<file path="src/rtl/fifo_rd_drain.sv">
// Read-side drain for sp_fifo: issues fifo_rd_en, captures fifo_dout after RD_LAT cycles, re-presents it as a valid/ready stream.
// Latency: fifo_rd_en seen in cycle C -> m_valid/m_data in cycle C+RD_LAT+1 (registered outputs, no bypass).
// Backpressure: reads are credit-limited so occupancy + in-flight never exceeds BUF_DEPTH; m_data held while m_valid & ~m_ready.
//
// Ports:
//   clk, rst_n          clock, async active-low reset
//   en                  allow new FIFO reads (in-flight reads still land when low)
//   fifo_empty          registered empty flag from the FIFO
//   fifo_rd_en          read strobe to the FIFO
//   fifo_dout           FIFO read data, valid RD_LAT cycles after the strobe
//   m_valid/m_data      output stream (buffer head)
//   m_ready             downstream accept
//   busy                words buffered or reads in flight
//   xfer_cnt            accepted output transfers, wraps
module fifo_rd_drain #(
    parameter int DW        = 8,
    parameter int RD_LAT    = 1,
    parameter int BUF_DEPTH = 2,
    parameter int CNT_W     = 16
) (
    input  logic             clk,
    input  logic             rst_n,
    input  logic             en,
    input  logic             fifo_empty,
    output logic             fifo_rd_en,
    input  logic [DW-1:0]    fifo_dout,
    output logic             m_valid,
    output logic [DW-1:0]    m_data,
    input  logic             m_ready,
    output logic             busy,
    output logic [CNT_W-1:0] xfer_cnt
);

    localparam int PW = (BUF_DEPTH > 1) ? $clog2(BUF_DEPTH) : 1;
    localparam int OW = $clog2(BUF_DEPTH + 1);
    // wide enough for occ + inflight without overflow
    localparam int SW = $clog2(BUF_DEPTH + RD_LAT + 1) + 1;

    logic [OW-1:0]    occ_q, occ_d;
    logic [RD_LAT-1:0] infl_q;
    logic [PW-1:0]    rd_ptr_q, rd_ptr_d;
    logic [PW-1:0]    wr_ptr_q, wr_ptr_d;
    logic [DW-1:0]    mem_q [BUF_DEPTH];
    logic             m_valid_q;
    logic [DW-1:0]    m_data_q;
    logic [CNT_W-1:0] xfer_cnt_q;
    logic             run_q;

    logic             pop;
    logic             push;
    logic             rd_en;
    logic [SW-1:0]    inflight;
    logic [SW-1:0]    credit_use;
    logic [DW-1:0]    head_d;

    function automatic logic [PW-1:0] ptr_inc(input logic [PW-1:0] p);
        return (p == PW'(BUF_DEPTH - 1)) ? '0 : p + PW'(1);
    endfunction

    assign pop  = m_valid_q & m_ready;
    assign push = infl_q[RD_LAT-1];

    always_comb begin
        inflight = '0;
        for (int i = 0; i < RD_LAT; i++) begin
            inflight = inflight + SW'(infl_q[i]);
        end
    end

    // A word popped this cycle frees its slot in time for a read issued now,
    // so full-rate streaming holds with only RD_LAT+1 entries.
    assign credit_use = SW'(occ_q) + inflight - SW'(pop);

    // run_q keeps reads off until the first edge after reset release.
    assign rd_en = run_q & en & ~fifo_empty & (credit_use < SW'(BUF_DEPTH));

    always_comb begin
        occ_d    = occ_q;
        rd_ptr_d = rd_ptr_q;
        wr_ptr_d = wr_ptr_q;
        if (push) wr_ptr_d = ptr_inc(wr_ptr_q);
        if (pop)  rd_ptr_d = ptr_inc(rd_ptr_q);
        case ({push, pop})
            2'b10:   occ_d = occ_q + OW'(1);
            2'b01:   occ_d = occ_q - OW'(1);
            default: occ_d = occ_q;
        endcase
        // The next head is the landing word when it is written into the
        // slot the read pointer will point at (empty buffer, or occ=1 with pop).
        if (push && (wr_ptr_q == rd_ptr_d)) head_d = fifo_dout;
        else                                head_d = mem_q[rd_ptr_d];
    end

    always_ff @(posedge clk or negedge rst_n) begin
        if (!rst_n) begin
            occ_q      <= '0;
            infl_q     <= '0;
            rd_ptr_q   <= '0;
            wr_ptr_q   <= '0;
            m_valid_q  <= 1'b0;
            m_data_q   <= '0;
            xfer_cnt_q <= '0;
            run_q      <= 1'b0;
        end else begin
            run_q    <= 1'b1;
            occ_q    <= occ_d;
            infl_q   <= (infl_q << 1) | RD_LAT'(rd_en);
            rd_ptr_q <= rd_ptr_d;
            wr_ptr_q <= wr_ptr_d;
            m_valid_q <= (occ_d != '0);
            if (occ_d != '0) m_data_q <= head_d;
            if (pop) xfer_cnt_q <= xfer_cnt_q + CNT_W'(1);
        end
    end

    // Storage needs no reset: occupancy alone says which entries are live.
    always_ff @(posedge clk) begin
        if (push) mem_q[wr_ptr_q] <= fifo_dout;
    end

    // The credit rule makes a landing write into a full buffer impossible.
    always_ff @(posedge clk) begin
        if (rst_n && push && !pop) begin
            assert (occ_q != OW'(BUF_DEPTH))
                else $error("fifo_rd_drain: buffer overflow on landing read");
        end
    end

    assign fifo_rd_en = rd_en;
    assign m_valid    = m_valid_q;
    assign m_data     = m_data_q;
    assign busy       = (occ_q != '0) | (infl_q != '0);
    assign xfer_cnt   = xfer_cnt_q;

endmodule
</file>
<file path="config.mk">
export PLATFORM = sky130hd
export DESIGN_NAME = fifo_rd_drain
export DESIGN_NICKNAME = d
export VERILOG_FILES = /design/src/rtl/fifo_rd_drain.sv
export SDC_FILE = /design/constraint.sdc
export NUM_CORES = 1
export LEC_CHECK = 0
export CAP_MARGIN = 40
export CORE_MARGIN = 1.5
export CORE_UTILIZATION = 50
export CTS_CLUSTER_DIAMETER = 100
export CTS_CLUSTER_SIZE = 14
export DETAILED_ROUTE_END_ITERATION = 8
export GPL_ROUTABILITY_DRIVEN = 0
export GPL_TIMING_DRIVEN = 0
export PLACE_DENSITY = 0.83
export SYNTH_ARGS = -nofsm -noshare
export SYNTH_HDL_FRONTEND = slang
export SYNTH_SLANG_ARGS = --single-unit
</file>
<file path="constraint.sdc">
create_clock -name clk -period 2.27 [get_ports clk]
set_input_delay 0.227 -clock clk [delete_from_list [all_inputs] [get_ports clk]]
set_output_delay 0.227 -clock clk [all_outputs]
set_load 0.005 [all_outputs]
</file>
Word level (Yosys, flattened, before mapping):

Memory sizes are Yosys's and may differ from the RTL's. A register that Yosys moved wholly into a read port is not among the register bits.
Index checks and enable logic that the tools add are counted.

* bitwise operators: 6
* $lt $le $gt $ge: 1
* equality and inequality tests: 2
* add/subtract/negate cells: 7
* reductions and logical operators: 3
* muxes and demuxes: 6

Operators with widths (count)
* 16-bit by 1-bit adder with 16-bit output, second input constant: 1
* 1-bit 2-to-1 mux: 5
* 1-bit AND: 4
* 2-bit case mux with 2 select lines: 1
* 2-bit nonzero test: 2
* 2-bit by 1-bit adder with 3-bit output: 1
* 3-bit by 2-bit less-than comparator with 1-bit output, second input constant: 1
* 3-bit by 1-bit subtractor with 3-bit output: 1
* 1-bit adder, second input constant: 2
* 2-bit by 1-bit adder with 2-bit output, second input constant: 1
* 2-bit by 1-bit equality test with 1-bit output, second input constant: 1
* 2-bit equality test, second input constant: 1
* 2-bit by 1-bit subtractor with 2-bit output, second input constant: 1
* 1-bit zero test: 1
* 1-bit NOT: 1
* 1-bit bitwise OR: 1

* memories: 1
* input bits: 13
* memory bits (writable): 16
* logic and storage cells: 33
* register bits: 23
* output and inout port bits: 27

Memories
* mem_q: depth 2, width 8, rd ports 1, clocked after memory_dff 1, write ports 1, RTL line 43 `logic [DW-1:0] mem_q [BUF_DEPTH];`

Depth between registers and ports, before layout:

Gate-level depths: netlist of run 1.

* word-level depth: 4
* mapped depth: 8
* gate-level depth less buffers: 8

Worst setup path after synthesis of run 1:

OpenSTA, ideal clock, no wires.

* path type: reg2out
* start point: reg m_valid_q (netlist: m_valid)
* end point: out fifo_rd_en
* data required time: 2.043 ns
* arrival time: 1.619 ns
* path buffers: 0
* stages on the path, launching flop included: 9
* path slack: 0.424 ns
* path through: dfrtp_1 -> nand2_1 -> nor2_1 -> or2_2 -> ha_1 -> inv_1 -> fa_1 -> nand4b_1 -> nor2_1

* word-level cells in the longest chain between the ends: 4

Ends and longest elaborated chain
* from (decl): RTL line 44 `logic m_valid_q;`
* from (signal assigned): RTL line 110 `m_valid_q <= (occ_d != '0);`
* 1-bit AND: RTL line 60 `assign pop = m_valid_q & m_ready;`
* 3-bit by 1-bit subtractor with 3-bit output: RTL line 72 `assign credit_use = SW'(occ_q) + inflight - SW'(pop);`
* 3-bit by 2-bit less-than comparator with 1-bit output: RTL line 75 `assign rd_en = run_q & en & ~fifo_empty & (credit_use < SW'(BUF_DEPTH));`
* 1-bit AND: RTL line 75
* to (decl): RTL line 25 `output logic fifo_rd_en,`

Every way passes these cells.

Final worst setup path of run 1:

Ends and elaborated chain as after synthesis.

==> summary.txt, run 1 <==
Outcome
  – Status: finished with violations
  – Failing checks: negative setup slack

Detailed routing
  – DR vias: 1402
  – DRC Markers: 0
  – Iteration-0 DRC Markers: 71
  – Wire length per cell: 16.24 µm
  – ANT nets after route: 0
  – Vias per cell: 5.271
  – Final wirelength: 4321 µm
  – Drt pass-1 iters: 4

Timing
  – FMAX: 426.2 MHz
  – Final setup viols: 1
  – RSZ-0062 raised after global routing: yes
  – Slew Viols, Final: 0
  – Tmin final: 2.347 ns
  – Worst Setup Slack, final: -0.07657 ns
  – Final period util: 103.4%
  – Skew final: 0.007697 ns
  – Final Hold Viols: 0

CTS
  – Bufs on Longest Clock Path: 2
  – CTS Sinks: 47
  – Clk_lat worst skew: 0.30 ns
  – CTS tree: yes
  – CTS root buf: clkbuf_8
  – TritonCTS buffer count: 5
  – Clock Pin Slew Worst Setup and Hold Paths: 0.08 ns
  – # hold bufs at CTS: 0
  – H-tree depth: 2

Placement
  – Placed cell area: 0.002462 mm²
  – IO buf count: 39
  – Dpl hpwl: 2922 µm

Die
  – Die height: 65.96 µm
  – Die Span X: 65.96 µm
  – I/O pin count: 40
  – Placement Rows: 22
  – Core ar.: 0.003744 mm²
  – Initial core utilization: 52.94%
  – Total Die Area: 0.004351 mm²

Logic synthesis
  – Post-synthesis net count: 173
  – EDFF count, synth: 16
  – Yosys cell types: 30
  – Synth Cell Area: 0.001982 mm²
  – Sequential fraction of the synthesis area: 63.38%
  – Mapped Cells: 157
  – Seq cells post-synth: 47
  – Async SR Flop Fraction: 65.96%
  – Syn_area_per_cell: 12.62 µm²
  – Post-synth top flop: dfrtp_1
  – Yosys warnings: 0

Setup path
  – Top delay family on crit path: adder cells
  – Slowest-stage cell, CP: fa_1
  – Crit path capture type: output pin
  – Worst EP arrival: 2.12 ns
  – CP cell instances: a21boi_2 > or2_4 > ha_4 > inv_2 > fa_1 > nand4b_1 > nor2_2 > buf_2
  – Reg2Reg Capture Point: infl_q
  – Element type at the critical path start: register
  – Worst Path Buf+Inv: 2
  – Worst R2R Path Depth: 10
  – Critical path data required time: 2.04 ns
  – Crit path max fanout: 3
  – Flop2flop setup slack: 0.13 ns
  – Reg2Reg Launch Point: infl_q
  – Crit Path Category: reg -> out
  – CP max stage delay: 0.49 ns

Flow run
  – Max_cap viols: 0

GRT
  – GR Util met2: 41.79%
  – Largest net degree at the start of global routing: 16
  – Global Route met1 Usage: 25.46%
  – Vias in the first global route: 1521
  – Met3 usage: 4.429%
  – Initial antenna violation count: 0
  – GRT overflow: 0
  – Global-route wire length before repair: 7210 µm
  – GR Util All Layers: 22.69%
  – GR peak layer: met2

Power and ir drop
  – Power Total: 3305 µW
  – VDD IR-drop max: 0.6815 mV
  – Pwr dens: 1216 mW/mm²
  – Leak Pwr: 0.001101 µW

Finish
  – Area Overhead vs Synth: 37.18%
  – Filler instances: 274
  – Fraction of layout cells with a size suffix above 1: 18.35%
  – Design area: 0.002719 mm²
  – Ant. Diodes: 0
  – Net count, final: 233

Min path
  – Hold WC Path Type: in -> async
## per-layer routing
metal / share of wire [%] / up-vias / wire (µm)
met1: 40 / 693 / 1734
met2: 54 / 42 / 2345
met5: 0 / - / 0
li1: - / 658 / -
met4: 1.9 / 0 / 80
met3: 3.7 / 9 / 160
## registers in the layout (all words and copies together), names as in the netlist
register / cells
m_data: 8
wr_ptr_q: 1
rd_ptr_q: 1
run_q: 1
xfer_cnt: 16
infl_q: 1
mem_q: 16
occ_q: 2
m_valid: 1
## how the worst max path moves through the flow
stage,startpoint,endpoint,slack [ns],cells past startpoint
floorplan,m_valid,fifo_rd_en,0.42,8
global placement,m_ready,fifo_rd_en,-0.50,10
detailed placement,m_ready,fifo_rd_en,-0.58,10
CTS,infl_q,fifo_rd_en,-0.03,9
global route,infl_q,fifo_rd_en,-0.16,9
finish,m_valid,fifo_rd_en,-0.08,8
## area by class of cell
class,instances,area [µm²],share of cell area (%)
well taps,48,60.06,2.209
plain buffers,2,22.52,0.8283
flip-flops and latches,47,1257,46.25
repair buffers,53,508.0,18.68
clock buffers,5,68.82,2.531
clock inverters,3,67.56,2.485
inverters,5,23.77,0.8744
multi-input cells,103,710.7,26.14
## power by group
group | total, µW | switching (µW) | leakage [µW] | internal (µW)
clock network | 716 | 277 | 0.0000644 | 439
registers | 1270 | 187 | 0.000537 | 1080
logic | 1320 | 626 | 0.000500 | 694
total | 3300 | 1090 | 0.00110 | 2210
## synth_stat cells (2+ instances only)
| cell | count | share of area (%) |
|---|---|---|
| and3_1 | 9 | 2.8 |
| buf_6 | 2 | 1.1 |
| dfrtp_1 | 31 | 39 |
| edfxtp_1 | 16 | 24 |
| ha_1 | 2 | 1.3 |
| inv_1 | 3 | 0.57 |
| nand2_1 | 28 | 5.3 |
| nand3_1 | 6 | 1.5 |
| nand4_1 | 4 | 1.3 |
| nor2_1 | 6 | 1.1 |
| o21ai_1 | 8 | 2.0 |
| o2bb2ai_1 | 8 | 3.5 |
| xnor2_1 | 15 | 6.6 |
| xor2_1 | 3 | 1.3 |
## cells in the final DEF, fill, tap and decap left out, types with 6 or more instances in the layout
cell type        synthesis  final
nand3_1                  6      6
o2bb2ai_1                8      8
nand2_1                 28     27
xnor2_1                 15     15
buf_4                    0     11
and3_1                   9      9
edfxtp_1                16     16
dfrtp_1                 31     30
clkdlybuf4s50_1          0     37
o21ai_1                  8      8
## timing repair
item / CTS / global route
setup buffers: 10 / 1
resized for setup: 15 / 1
pin swaps: 7 / 5
endpoints found under the setup margin: 1 / 1
## cell families (layout without fill, tap and decap cells)
family	count (synthesis)	after routing	share of synthesized area [%]
and+or+nand+nor	61	61	14.77
AOI/OAI and AO/OA	18	18	6.566
xor gates and xnor gates	19	19	9.344
buffers and inverters	7	68	2.336
adders and majority gates	3	3	2.273
muxes	1	1	1.136
other	1	1	0.1892
DFF	47	47	63.38
## metrics by stage
stage / hold WS [ns] / setup WS [ns] / cells / TNS (ns) / util, %
3_5_place_dp: 0.4655 / -0.5844 / 246 / -1.798 / 65.78
4_1_cts: 0.2469 / -0.02691 / 264 / -0.02691 / 72.16
6_report: 0.2428 / -0.07657 / 266 / -0.07657 / 72.63
3_3_place_gp: 0.4670 / -0.4958 / 244 / -0.9605 / 64.97
2_1_floorplan: -0.06859 / 0.4245 / 157 / 0 / -
5_1_grt: 0.2539 / -0.1588 / 266 / -0.1588 / 72.63
No activity file was read; power rests on OpenSTA's default activity.
==> run 2, diff against run 1 <==
Settings changed: ABC_AREA set to 1, CAP_MARGIN 40 to 5, CORE_UTILIZATION 50 to 52, GPL_TIMING_DRIVEN 0 to unset, PLACE_DENSITY 0.83 to 0.84.
==> summary.txt, run 2 <==
Logic synthesis
  – Yosys top cell area share: 34.37% (was 39.14%)
  – Yosys top cell by area: dfrtp_1 (unchanged)
  – Top-count cell post-synth: nand2_1 (was dfrtp_1)
  – Seq cells post-synth: 47 (unchanged)
  – Ranking of synthesized cells by area: dfrtp_1, edfxtp_1, nand2_1, inv_1, nand3_1 (was dfrtp_1, edfxtp_1, xnor2_1, nand2_1, o2bb2ai_1)
  – Yosys warnings: 0 (unchanged)
  – Sequential fraction of the synthesis area: 55.65% (was 63.38%)
  – Syn_area_per_cell: 9.251 µm² (was 12.62 µm²)
  – EDFF count, synth: 16 (unchanged)
  – Post-synth top flop: dfrtp_1 (unchanged)
  – Yosys cell types: 26 (was 30)
  – Post-synth top cells: nand2_1, inv_1, dfrtp_1 (was dfrtp_1, nand2_1, edfxtp_1)
  – Synth Cell Area: 0.002257 mm² (was 0.001982 mm²)
  – Post-synthesis net count: 260 (was 173)
  – Async SR Flop Fraction: 65.96% (unchanged)
  – Mapped Cells: 244 (was 157)

Detailed routing
  – DR vias: 1823 (was 1402)
  – Drt pass-1 iters: 4 (unchanged)
  – ANT nets after route: 0 (unchanged)
  – Final wirelength: 4828 µm (was 4321 µm)
  – Iteration-0 DRC Markers: 90 (was 71)
  – DRC Markers: 0 (unchanged)
  – Wire length per cell: 13.64 µm (was 16.24 µm)
  – Vias per cell: 5.150 (was 5.271)

CTS
  – CTS tree: yes (unchanged)
  – # hold bufs at CTS: 0 (unchanged)
  – CTS Sinks: 47 (unchanged)
  – Bufs on Longest Clock Path: 2 (unchanged)
  – Clock Pin Slew Worst Setup and Hold Paths: 0.08 ns (about the same)
  – H-tree depth: 2 (unchanged)
  – CTS root buf: clkbuf_8 (unchanged)
  – TritonCTS buffer count: 5 (unchanged)
  – Clk_lat worst skew: 0.31 ns (was 0.30 ns)

GRT
  – Largest net degree at the start of global routing: 32 (was 16)
  – Vias in the first global route: 1765 (was 1521)
  – Initial antenna violation count: 0 (unchanged)
  – GR Util All Layers: 22.42% (was 22.69%)
  – GRT overflow: 0 (unchanged)
  – Global-route wire length before repair: 7576 µm (was 7210 µm)

Die
  – Core ar.: 0.004086 mm² (was 0.003744 mm²)
  – I/O pin count: 40 (unchanged)
  – Die Span X: 68.89 µm (was 65.96 µm)
  – Initial core utilization: 55.24% (was 52.94%)
  – Placement Rows: 23 (was 22)
  – Die height: 68.89 µm (was 65.96 µm)
  – Total Die Area: 0.004745 mm² (was 0.004351 mm²)

Setup path
  – Critical path data required time: 2.04 ns (about the same)
  – CP startpoint: m_valid (unchanged)
  – Worst R2R Path Depth: 14 (was 10)
  – Crit path capture type: output pin (unchanged)
  – Worst EP arrival: 2.23 ns (was 2.12 ns)
  – Flop2flop setup slack: -0.08 ns (was 0.13 ns)
  – Crit Path Category: reg -> out (unchanged)
  – CP cell instances: nand2_4 > nand2_4 > nand2_4 > ha_4 > inv_2 > fa_1 > nand2_2 > nor4b_4 > buf_2 (was a21boi_2 > or2_4 > ha_4 > inv_2 > fa_1 > nand4b_1 > nor2_2 > buf_2)
  – CP Capture Point: fifo_rd_en (unchanged)
  – Reg2Reg Launch Point: m_valid (was infl_q)
  – Element type at the critical path start: register (unchanged)
  – CP max stage delay: 0.54 ns (was 0.49 ns)
  – Slowest-stage cell, CP: fa_1 (unchanged)
  – Reg2Reg Capture Point: infl_q (unchanged)
  – Crit path max fanout: 4 (was 3)
  – Crit path top cell by count: nand2_4

Power and ir drop
  – Leak Pwr: 0.001415 µW (was 0.001101 µW)
  – VDD IR-drop max: 0.5915 mV (was 0.6815 mV)
  – Power Total: 3321 µW (was 3305 µW)
  – Pwr dens: 1112 mW/mm² (was 1216 mW/mm²)

Outcome
  – Failing checks: negative setup slack (unchanged)
  – Status: finished with violations (unchanged)

Timing
  – Tmin final: 2.454 ns (was 2.347 ns)
  – Setup_tns: -0.2681 ns (was -0.07657 ns)
  – Skew final: 0.007361 ns (was 0.007697 ns)
  – Final period util: 108.1% (was 103.4%)
  – FMAX: 407.4 MHz (was 426.2 MHz)
  – RSZ-0062 raised after global routing: yes (unchanged)
  – Slew Viols, Final: 0 (unchanged)
  – Final setup viols: 2 (was 1)
  – Worst Setup Slack, final: -0.1844 ns (was -0.07657 ns)
  – Worst-Margin Slew: 0.7692 ns
  – Final Hold Viols: 0 (unchanged)
  – Rel. slew slack: 48.53%

Min path
  – Hold WC Path Type: in -> async (unchanged)

Finish
  – Filler instances: 307 (was 274)
  – Most common cell after layout, fill and taps aside: nand2_1 (was clkdlybuf4s50_1)
  – Ant. Diodes: 0 (unchanged)
  – Multi-input gate area: 889.6 µm² (was 710.7 µm²)
  – Most frequent cells in the layout: nand2_1, inv_1, clkdlybuf4s50_1 (was clkdlybuf4s50_1, dfrtp_1, nand2_1)
  – Register area: 0.001257 mm² (unchanged)
  – Fraction of layout cells with a size suffix above 1: 15.79% (was 18.35%)
  – Area Overhead vs Synth: 32.32% (was 37.18%)
  – Net count, final: 319 (was 233)

Flow run
  – Max_cap viols: 0 (unchanged)

Placement
  – IO buf count: 39 (unchanged)
  – Dpl hpwl: 3173 µm (was 2922 µm)
-- run 2: changes by cell type in the layout (fill, tap and decap cells not counted), sizes merged, moves of 2 or more --
cell / previous run / this run
nand2: 28 / 77
inv: 5 / 41
nand3: 6 / 21
xnor2: 16 / 3
and3: 9 / 0
o2bb2ai: 8 / 0
nor2: 7 / 14
xor2: 3 / 9
nand4: 4 / 8
nor3: 1 / 4
o21ai: 8 / 11
and2: 2 / 0
clkinv: 0 / 2
-- run 2: worst max-delay path, delay by kind of cell, from the launching register on --
kind / cells / cell delay [ns]
buffers and inverters: 2 / 0.21
DFF: 1 / 0.45
and+or+nand+nor: 5 / 0.58
adders and majority gates: 2 / 0.67
-- run 2: kinds of logic after synthesis --
family                     Yosys count  synth area share, %
and+or+nand+nor                    126                27.38
DFF                                 47                55.65
buffers and inverters               43                7.483
AOI/OAI and AO/OA                   12                2.660
xor gates and xnor gates            12                4.657
adders and majority gates            3                1.995
other                                1               0.1661
-- run 2: routing by layer --
| layer | wire length (µm) | global-route usage [%] |
|---|---|---|
| met5 | 0 | 0 |
| met4 | 79 | 9.804 |
| met3 | 238 | 5.844 |
| met2 | 2580 | 39.30 |
| met1 | 1929 | 25.72 |
-- run 2: final cells by class --
| class | instances | share of cell area, % |
|---|---|---|
| multi-input combinational | 154 | 29.79 |
| timing repair buffer | 54 | 17.26 |
| sequential | 47 | 42.10 |
| inverter | 41 | 5.153 |
| clock buffer | 5 | 2.304 |
| tap | 50 | 2.095 |
| clock inverter | 3 | 1.299 |
-- run 2: power breakdown --
group | switching, µW | internal [µW] | total [µW]
combinational | 777 | 663 | 1440
clock | 272 | 322 | 594
sequential | 199 | 1090 | 1290
total | 1250 | 2070 | 3320
-- run 2: worst min path at each step --
| stage | cells after the start | to |
|---|---|---|
| floorplan | 0 | infl_q |
| global placement | 2 | m_data[3] |
| detailed placement | 2 | m_data[2] |
| CTS | 2 | xfer_cnt[10] |
| global route | 2 | xfer_cnt[11] |
| finish | 2 | xfer_cnt[10] |
-- run 2: per-stage QoR --
| step | hold WS, ns | cells | area, µm² | utilization [%] | worst slack [ns] |
|---|---|---|---|---|---|
| floorplan | -0.06859 | 244 | 2257 | - | 0.2599 |
| global placement | 0.4640 | 340 | 2763 | 67.61 | -0.5509 |
| detailed placement | 0.4659 | 340 | 2763 | 67.61 | -0.6406 |
| CTS | 0.3380 | 355 | 2929 | 71.68 | -0.09618 |
| global route | 0.3697 | 354 | 2987 | 73.09 | -0.3256 |
| finish | 0.3162 | 354 | 2987 | 73.09 | -0.1844 |
-- run 2: what timing repair did --
item | 4_1_cts | 5_1_grt
endpoints found under the setup margin | 1 | 2
resized for setup | 9 | 15
buffers inserted | 7 | 0
pin swaps | 3 | 5
